$ cat config.mk
export PLATFORM = sky130hd
export DESIGN_NAME = id_ex_stage
export DESIGN_NICKNAME = d
export VERILOG_FILES = /design/src/rtl/rv_pipe_pkg.sv /design/src/rtl/forward_unit.sv /design/src/rtl/id_ex_stage.sv
export SDC_FILE = /design/constraint.sdc
export NUM_CORES = 1
export LEC_CHECK = 0
export ABC_AREA = 1
export BUFFER_PORTS_ARGS = -buffer_cell sky130_fd_sc_hd__buf_4
export CAP_MARGIN = 0
export CORE_ASPECT_RATIO = 2
export CORE_MARGIN = 8
export CORE_UTILIZATION = 35
export CTS_CLUSTER_DIAMETER = 50
export DETAILED_ROUTE_END_ITERATION = 10
export PLACE_DENSITY = 0.65
export SYNTH_ARGS = -nofsm -noshare
export SYNTH_HDL_FRONTEND = slang
export SYNTH_HIERARCHICAL = 1
export SYNTH_SLANG_ARGS = --single-unit
$ cat constraint.sdc
create_clock -name CLK -period 1.7 [get_ports CLK]
set_input_delay 0.255 -clock CLK [delete_from_list [all_inputs] [get_ports CLK]]
set_output_delay 0.255 -clock CLK [all_outputs]
set_load 0.03 [all_outputs]
$ cat src/rtl/rv_pipe_pkg.sv
// Shared definitions for the RISC-V pipeline: ALU operation codes, operand
// select encodings and the EX-stage control bundle with its bubble value.
package rv_pipe_pkg;

  localparam logic [4:0] ALU_ADD  = 5'b00000;
  localparam logic [4:0] ALU_SLL  = 5'b00001;
  localparam logic [4:0] ALU_SLT  = 5'b00010;
  localparam logic [4:0] ALU_SLTU = 5'b00011;
  localparam logic [4:0] ALU_XOR  = 5'b00100;
  localparam logic [4:0] ALU_OR   = 5'b00110;
  localparam logic [4:0] ALU_AND  = 5'b00111;
  localparam logic [4:0] ALU_BEQ  = 5'b01000;
  localparam logic [4:0] ALU_BNE  = 5'b01001;
  localparam logic [4:0] ALU_BLT  = 5'b01100;
  localparam logic [4:0] ALU_SUB  = 5'b10000;
  localparam logic [4:0] ALU_MUL  = 5'b11000;
  localparam logic [4:0] ALU_DIV  = 5'b11100;
  localparam logic [4:0] ALU_REM  = 5'b11101;

  localparam logic OP1_SEL_RS1 = 1'b0;
  localparam logic OP1_SEL_PC  = 1'b1;
  localparam logic OP2_SEL_RS2 = 1'b0;
  localparam logic OP2_SEL_IMM = 1'b1;

  typedef struct packed {
    logic valid;
    logic reg_write;
    logic mem_read;
    logic mem_write;
    logic op1_sel;
    logic op2_sel;
  } ex_ctrl_t;

  // A bubble is an invalid instruction with every side effect disabled.
  localparam ex_ctrl_t CTRL_BUBBLE = '0;

endpackage

$ cat src/rtl/forward_unit.sv
// Operand bypass for one source register: EX/MEM has priority over MEM/WB,
// and x0 always reads the register file value.
module forward_unit #(
  parameter int XLEN       = 32,
  parameter int REG_ADDR_W = 5
) (
  input  logic [REG_ADDR_W-1:0] rs_addr,
  input  logic [XLEN-1:0]       rf_data,
  input  logic [REG_ADDR_W-1:0] exmem_rd_addr,
  input  logic                  exmem_reg_write,
  input  logic [XLEN-1:0]       exmem_result,
  input  logic [REG_ADDR_W-1:0] memwb_rd_addr,
  input  logic                  memwb_reg_write,
  input  logic [XLEN-1:0]       memwb_result,
  output logic [XLEN-1:0]       fwd_data
);

  always_comb begin
    fwd_data = rf_data;
    if (rs_addr != '0) begin
      if (exmem_reg_write && (exmem_rd_addr == rs_addr)) begin
        fwd_data = exmem_result;
      end else if (memwb_reg_write && (memwb_rd_addr == rs_addr)) begin
        fwd_data = memwb_result;
      end
    end
  end

endmodule

$ cat src/rtl/id_ex_stage.sv
// ID/EX pipeline register with operand selection, forwarding, load-use stall,
// flush and hold. Define ID_EX_PERF_CNT_EN to add stall/flush counters.
module id_ex_stage
  import rv_pipe_pkg::*;
#(
  parameter int XLEN       = 32,
  parameter int REG_ADDR_W = 5,
  parameter int ALUOP_W    = 5
) (
  input  logic                  CLK,
  input  logic                  RESET,
  input  logic                  ID_VALID,
  input  logic [XLEN-1:0]       ID_PC,
  input  logic [XLEN-1:0]       ID_RS1_DATA,
  input  logic [XLEN-1:0]       ID_RS2_DATA,
  input  logic [XLEN-1:0]       ID_IMM,
  input  logic [REG_ADDR_W-1:0] ID_RS1_ADDR,
  input  logic [REG_ADDR_W-1:0] ID_RS2_ADDR,
  input  logic [REG_ADDR_W-1:0] ID_RD_ADDR,
  input  logic [ALUOP_W-1:0]    ID_ALUOP,
  input  logic                  ID_OP1_SEL,
  input  logic                  ID_OP2_SEL,
  input  logic                  ID_REG_WRITE,
  input  logic                  ID_MEM_READ,
  input  logic                  ID_MEM_WRITE,
  input  logic [REG_ADDR_W-1:0] EXMEM_RD_ADDR,
  input  logic                  EXMEM_REG_WRITE,
  input  logic [XLEN-1:0]       EXMEM_RESULT,
  input  logic [REG_ADDR_W-1:0] MEMWB_RD_ADDR,
  input  logic                  MEMWB_REG_WRITE,
  input  logic [XLEN-1:0]       MEMWB_RESULT,
  input  logic                  FLUSH,
  input  logic                  HOLD,
  output logic [XLEN-1:0]       DATA1,
  output logic [XLEN-1:0]       DATA2,
  output logic [ALUOP_W-1:0]    SELECT,
  output logic                  EX_VALID,
  output logic [XLEN-1:0]       EX_PC,
  output logic [REG_ADDR_W-1:0] EX_RD_ADDR,
  output logic                  EX_REG_WRITE,
  output logic                  EX_MEM_READ,
  output logic                  EX_MEM_WRITE,
  output logic [XLEN-1:0]       EX_STORE_DATA,
  output logic                  STALL_ID
`ifdef ID_EX_PERF_CNT_EN
  ,
  output logic [31:0]           PERF_STALL_CNT,
  output logic [31:0]           PERF_FLUSH_CNT
`endif
);

  ex_ctrl_t              ctrl_reg,     ctrl_next;
  logic [XLEN-1:0]       pc_reg,       pc_next;
  logic [XLEN-1:0]       rs1_data_reg, rs1_data_next;
  logic [XLEN-1:0]       rs2_data_reg, rs2_data_next;
  logic [XLEN-1:0]       imm_reg,      imm_next;
  logic [REG_ADDR_W-1:0] rs1_addr_reg, rs1_addr_next;
  logic [REG_ADDR_W-1:0] rs2_addr_reg, rs2_addr_next;
  logic [REG_ADDR_W-1:0] rd_reg,       rd_next;
  logic [ALUOP_W-1:0]    aluop_reg,    aluop_next;

  logic load_use;
  logic kill;

  // The load in EX cannot supply its data before the consumer needs it.
  assign load_use = ctrl_reg.valid && ctrl_reg.mem_read && ID_VALID && (rd_reg != '0) &&
                    ((rd_reg == ID_RS1_ADDR) || (rd_reg == ID_RS2_ADDR));
  assign kill     = FLUSH || load_use || !ID_VALID;

  // A flushed ID instruction is dead, so it need not be held behind a load.
  assign STALL_ID = HOLD || (load_use && !FLUSH);

  always_comb begin
    ctrl_next     = ctrl_reg;
    pc_next       = pc_reg;
    rs1_data_next = rs1_data_reg;
    rs2_data_next = rs2_data_reg;
    imm_next      = imm_reg;
    rs1_addr_next = rs1_addr_reg;
    rs2_addr_next = rs2_addr_reg;
    rd_next       = rd_reg;
    aluop_next    = aluop_reg;
    if (!HOLD) begin
      if (kill) begin
        ctrl_next     = CTRL_BUBBLE;
        pc_next       = '0;
        rs1_data_next = '0;
        rs2_data_next = '0;
        imm_next      = '0;
        rs1_addr_next = '0;
        rs2_addr_next = '0;
        rd_next       = '0;
        aluop_next    = '0;
      end else begin
        ctrl_next.valid     = 1'b1;
        ctrl_next.reg_write = ID_REG_WRITE;
        ctrl_next.mem_read  = ID_MEM_READ;
        ctrl_next.mem_write = ID_MEM_WRITE;
        ctrl_next.op1_sel   = ID_OP1_SEL;
        ctrl_next.op2_sel   = ID_OP2_SEL;
        pc_next       = ID_PC;
        rs1_data_next = ID_RS1_DATA;
        rs2_data_next = ID_RS2_DATA;
        imm_next      = ID_IMM;
        rs1_addr_next = ID_RS1_ADDR;
        rs2_addr_next = ID_RS2_ADDR;
        rd_next       = ID_RD_ADDR;
        aluop_next    = ID_ALUOP;
      end
    end
  end

  always_ff @(posedge CLK) begin
    if (RESET) begin
      ctrl_reg     <= CTRL_BUBBLE;
      pc_reg       <= '0;
      rs1_data_reg <= '0;
      rs2_data_reg <= '0;
      imm_reg      <= '0;
      rs1_addr_reg <= '0;
      rs2_addr_reg <= '0;
      rd_reg       <= '0;
      aluop_reg    <= '0;
    end else begin
      ctrl_reg     <= ctrl_next;
      pc_reg       <= pc_next;
      rs1_data_reg <= rs1_data_next;
      rs2_data_reg <= rs2_data_next;
      imm_reg      <= imm_next;
      rs1_addr_reg <= rs1_addr_next;
      rs2_addr_reg <= rs2_addr_next;
      rd_reg       <= rd_next;
      aluop_reg    <= aluop_next;
    end
  end

  logic [REG_ADDR_W-1:0] src_addr [2];
  logic [XLEN-1:0]       src_data [2];
  logic [XLEN-1:0]       fwd_data [2];

  assign src_addr[0] = rs1_addr_reg;
  assign src_addr[1] = rs2_addr_reg;
  assign src_data[0] = rs1_data_reg;
  assign src_data[1] = rs2_data_reg;

  for (genvar gi = 0; gi < 2; gi++) begin : g_fwd
    forward_unit #(
      .XLEN       (XLEN),
      .REG_ADDR_W (REG_ADDR_W)
    ) u_forward_unit (
      .rs_addr         (src_addr[gi]),
      .rf_data         (src_data[gi]),
      .exmem_rd_addr   (EXMEM_RD_ADDR),
      .exmem_reg_write (EXMEM_REG_WRITE),
      .exmem_result    (EXMEM_RESULT),
      .memwb_rd_addr   (MEMWB_RD_ADDR),
      .memwb_reg_write (MEMWB_REG_WRITE),
      .memwb_result    (MEMWB_RESULT),
      .fwd_data        (fwd_data[gi])
    );
  end

  assign DATA1         = (ctrl_reg.op1_sel == OP1_SEL_PC)  ? pc_reg  : fwd_data[0];
  assign DATA2         = (ctrl_reg.op2_sel == OP2_SEL_IMM) ? imm_reg : fwd_data[1];
  assign EX_STORE_DATA = fwd_data[1];
  assign SELECT        = aluop_reg;
  assign EX_VALID      = ctrl_reg.valid;
  assign EX_PC         = pc_reg;
  assign EX_RD_ADDR    = rd_reg;
  assign EX_REG_WRITE  = ctrl_reg.reg_write;
  assign EX_MEM_READ   = ctrl_reg.mem_read;
  assign EX_MEM_WRITE  = ctrl_reg.mem_write;

`ifdef ID_EX_PERF_CNT_EN
  logic [31:0] perf_stall_cnt_reg;
  logic [31:0] perf_flush_cnt_reg;

  always_ff @(posedge CLK) begin
    if (RESET) begin
      perf_stall_cnt_reg <= '0;
      perf_flush_cnt_reg <= '0;
    end else if (!HOLD) begin
      if (load_use) perf_stall_cnt_reg <= perf_stall_cnt_reg + 32'd1;
      if (FLUSH)    perf_flush_cnt_reg <= perf_flush_cnt_reg + 32'd1;
    end
  end

  assign PERF_STALL_CNT = perf_stall_cnt_reg;
  assign PERF_FLUSH_CNT = perf_flush_cnt_reg;
`endif

endmodule

After elaboration in Yosys (flattened, before gate mapping)
Index checks and enable logic that the tools add are counted.
Cells by class
  add/subtract/negate cells: 0
  multiply operators: 0
  divide/modulo/power cells: 0
  $lt $le $gt $ge: 0
  equal/unequal tests: 6
  shift-type cells: 0
  muxes and demuxes: 17
  bitwise operators: 0
  reduce and logical (&&, ||, !) cells: 18
Operator list (count)
  $mux W32: 12
  $eq A5 B5 Y1: 6
  $mux W5: 4
  $reduce_bool A5 Y1: 3
  $logic_and A1 B1 Y1: 9
  $mux W6: 1
  $logic_or A1 B1 Y1: 4
  $logic_not A1 Y1: 2
Storage, ports and cells
  bits in registers: 154
  bits in latches: 0
  memory bits (writable): 0
  memory bits (read-only): 0
  output and inout bits: 143
  logic and storage cells: 55
  memories: 0

Longest topological paths before layout
  word-level depth: 7
  gate-level depth with buffers: 11
  depth with buffers taken out: 10

By module
Netlist, hierarchy kept.
By module, submodules not included
  id_ex_stage: times used 1, cells an instance 808, area an instance 6672.6 sq um, sequential area each 3083.0 sq um
  forward_unit: times used 2, cells an instance 306, area an instance 1357.6 sq um, sequential area each 0.0 sq um

Worst setup path after synthesis
OpenSTA, ideal clock, no wires.
  kind: register to output
  start point: register rs2_addr_reg[4]
  end point: output DATA2[0]
  arrival time: 1934 ps
  required time: 1445 ps
  path slack: -489 ps
  cell stages (with the launch flop): 11
  path buffers: 1
  cells stage by stage: dfxtp_1 -> inv_2 -> nand2_1 -> nand2_1 -> nor2_4 -> nand3_2 -> nand2_2 -> buf_6 -> a21oi_1 -> nor2_1 -> mux2_2
On the way
  word-level cells in the longest chain between the ends: 6
  elaborated cells between the ends (all ways): 9
Ends and longest elaborated chain
  start: declaration: RTL line id_ex_stage.sv:58  | logic [REG_ADDR_W-1:0] rs2_addr_reg, rs2_addr_next;
  start signal: assignment: RTL line id_ex_stage.sv:131  | rs2_addr_reg <= rs2_addr_next;
  $eq A5 B5 Y1: RTL line forward_unit.sv:23  | end else if (memwb_reg_write && (memwb_rd_addr == rs_addr)) begin
  $logic_and A1 B1 Y1: RTL line forward_unit.sv:23
  $mux W32: RTL line forward_unit.sv:23
  $mux W32: RTL line forward_unit.sv:21  | if (exmem_reg_write && (exmem_rd_addr == rs_addr)) begin
  $mux W32 *: RTL line forward_unit.sv:20  | if (rs_addr != '0) begin
  named net EX_STORE_DATA[0]: RTL line id_ex_stage.sv:43  | output logic [XLEN-1:0] EX_STORE_DATA,
  $mux W32 *: RTL line id_ex_stage.sv:164  | assign DATA2 = (ctrl_reg.op2_sel == OP2_SEL_IMM) ? imm_reg : fwd_data[1];
  end: declaration: RTL line id_ex_stage.sv:35  | output logic [XLEN-1:0] DATA2,
The timed path passes the listed nets; every way through them passes the cells marked *.

==> out/qor.txt <==
Number of buffers inserted during clock tree synthesis: 17
Critical Path Max Stage Delay: 0.38 ns
Horizontal extent of the die: 132 um
Path type of the worst min-delay path: in2reg
Number of DRC violations after detailed routing: 0
Initial antenna violation count: 2
Routability congestion estimate from global placement: 0.943
Seq cells post-synth: 154
CTS root buf: sky130_fd_sc_hd__clkbuf_16
Number of global-route vias before repair: 11300
Worst hold stages: 3
Core Area: 0.0267 sq mm
Final Hold Slack: 0.0564 ns
Post-detailed-placement half-perimeter wirelength: 33000 um
Average routed wire per standard cell: 21.2 um
Leakage Power: 6.78 nW
Maximum achievable frequency: 378 MHz
Worst setup SP type: flop
I/O pin count: 377
Final worst-path cycle share: 156%
Core Rows: 85
Run status: finished, violations left
Depth of the worst register-to-register path: 10
Die area: 0.0326 sq mm
Req. time, crit path: 1.44 ns
Area after DPL: 0.0139 sq mm
Maximum fanout encountered on the critical timing path: 6
Cell-by-cell listing of the critical path: inv_4 -> nand2_1 -> nand2_2 -> nor2_4 -> nand3_4 -> clkbuf_16 -> nor2_1 -> nor2_1 -> nor2_1 -> nor2_1 -> mux2_4 -> buf_6
Max IR drop VDD: 0.000624 V
Shortest clock period the worst path allows after layout: 2.65 ns
Number of synthesis warnings: 6
Maximum level of the CTS H-tree: 4
Number of cells produced by synthesis: 1420
Clock-pin slew on the worst setup and hold paths: 0.07 ns
Clk Latency, worst-skew pair: 0.45 ns
First drt pass iteration count: 5
Maximum buffer depth of the clock tree: 2
Effective utilization at floorplan: 35.2%
Fin. Hold Viols: 0
Post-synthesis cell area: 0.00939 sq mm
Clock Skews: 0.00714 ns
Via/cell ratio: 5.27
Overall routed net length: 47100 um
Fraction of final layout cells sized beyond drive strength 1: 52.7%
Post-layout instance area: 0.0170 sq mm
Fraction of synthesized cell area taken by the top area cell type: 32.8%
Number of buffers inserted by port buffering: 376
Total negative setup slack: -79.10 ns
Layout fillers: 2383
Wire length of the first global-routing pass: 67000 um
Total gr overflow: 0
Die Span Y: 248 um
Number of distinct standard cells referenced by the synthesized netlist: 23
Net count after synthesis: 1654
Final count of pins violating max slew: 0
Final #Nets: 2095
Endpoint class of the critical path: primary output
CTS Hold Bufs: 0
Worst Tran Pin Value: 0.512 ns
Count of clock tree sinks: 154
Sequential share of the synthesized area: 32.8%
Starting DRC count in detailed routing: 841
Worst Setup Path Type: reg2out
Clock tree from TritonCTS: done
Headroom to the max-slew limit: 65.9%
RSZ-0062 raised after global routing: yes
GRT Resource Usage Total: 26.5%
Synthesized area per cell: 6.61 sq um
Final setup violation count: 100
Power per standard cell area: 598 mW/mm^2
Pin count of the biggest net entering global routing: 107
Count of max-cap constraint violations: 0
Area contributors post-synth: sky130_fd_sc_hd__dfxtp_1 (33%), sky130_fd_sc_hd__nand2_1 (12%), sky130_fd_sc_hd__a21oi_1 (12%)
Slowest cell on the critical path: sky130_fd_sc_hd__dfxtp_4
Most common cell after layout, fill and taps aside: sky130_fd_sc_hd__buf_4
Final Worst Setup Slack: -0.945 ns
Failing checks: negative setup slack
Commonest cells after routing, fill and taps aside: sky130_fd_sc_hd__buf_4 (348), sky130_fd_sc_hd__nand2_1 (265), sky130_fd_sc_hd__a21oi_1 (155)
DP Worst Slack: -0.569 ns
Cell type with the highest aggregate area in the netlist: sky130_fd_sc_hd__dfxtp_1
Final antenna-violating net count: 0
Layout-stage area growth over the synthesis result: 81.4%
Routed vias: 11700
Data arrival time at the worst-slack endpoint: 2.39 ns
CP most frequent cell: sky130_fd_sc_hd__nor2_1
==> cell type report <==
| type | count | area, sq um | area share (%) |
|---|---|---|---|
| repair inverters | 2 | 22.5 | 0.132 |
| repair buffers | 544 | 5430 | 31.9 |
| diodes | 1 | 2.50 | 0.0147 |
| well taps | 348 | 435 | 2.56 |
| clock inverters | 9 | 87.6 | 0.514 |
| inverters | 45 | 214 | 1.26 |
| flip-flops and latches | 154 | 3140 | 18.4 |
| multi-input cells | 1097 | 7210 | 42.3 |
| clock buffers | 23 | 488 | 2.87 |
==> metal layers <==
layer | up-vias | GRT usage [%] | share of wire (%)
li1 | 5613 | - | -
met1 | 5501 | 30.3 | 38
met2 | 512 | 44.5 | 49
met3 | 91 | 8.74 | 8.5
met4 | 0 | 11.4 | 4.3
met5 | - | 0 | 0
==> power by group <==
group	internal, mW	total, mW	switching, mW
Combinational	1.26	2.66	1.41
Clock	2.17	3.76	1.59
Sequential	3.68	3.76	0.0767
==> logic make-up (layout without fill, tap and decap cells) <==
logic type	Yosys count	count (layout)	share of synthesized area (%)
other cells	0	1	0
buf+inv	169	623	9.40
simple gates	814	814	38.3
xor+xnor	2	2	0.187
compound gates	217	217	11.6
mux	64	64	7.68
flops	154	154	32.8
==> path summary, 6_finish.rpt <==
path               startpoint          endpoint  slack, ns
min reg2reg  rs1_data_reg[19]  rs1_data_reg[19]       0.46
max reg2reg     EX_RD_ADDR[2]         SELECT[3]      -0.01
min                ID_OP1_SEL       ctrl_reg[1]       0.06
max           rs1_addr_reg[3]         DATA1[22]      -0.95
==> per-stage QoR <==
step / util (%) / instances / total power, mW
after global placement: 51.9 / 2140 / 5.90
final: 63.8 / 2223 / 10.2
after CTS: 59.8 / 2204 / 10.1
after global routing: 63.8 / 2223 / 10.5
after detailed placement: 51.9 / 2140 / 5.90
after floorplan: - / 1420 / 4.87
==> worst max-delay path, delay by kind of cell (launching register included) <==
kind | cells | cell delay, ns
buffers and inverters | 3 | 0.40
flip-flops | 1 | 0.38
multiplexers | 1 | 0.28
AND/OR/NAND/NOR | 8 | 0.88
==> synth_stat cells <==
cell and instances:
sky130_fd_sc_hd__nand2_1 304, sky130_fd_sc_hd__nor2_1 271, sky130_fd_sc_hd__a21oi_1 216, sky130_fd_sc_hd__dfxtp_1 154
sky130_fd_sc_hd__nand3_1 139, sky130_fd_sc_hd__nand4_1 66, sky130_fd_sc_hd__mux2_2 64, sky130_fd_sc_hd__clkbuf_1 52
sky130_fd_sc_hd__buf_2 36, sky130_fd_sc_hd__inv_1 33, sky130_fd_sc_hd__buf_6 22, sky130_fd_sc_hd__nand3_2 22
sky130_fd_sc_hd__inv_2 12, sky130_fd_sc_hd__buf_4 7, sky130_fd_sc_hd__buf_1 6, sky130_fd_sc_hd__nor2_4 4
sky130_fd_sc_hd__nand2_2 3, sky130_fd_sc_hd__nor2_2 2, sky130_fd_sc_hd__nor4_2 2, sky130_fd_sc_hd__xnor2_1 2
sky130_fd_sc_hd__buf_8 1, sky130_fd_sc_hd__nor3b_1 1, sky130_fd_sc_hd__o21bai_1 1
==> repair_timing <==
item | 4_1_cts | 5_1_grt
cloned | 15 | 9
pin swaps | 56 | 91
resized for setup | 284 | 227
setup buffers | 18 | 20
endpoints found under the setup margin | 97 | 106
Note: power is estimated with default switching activity, not from simulation.
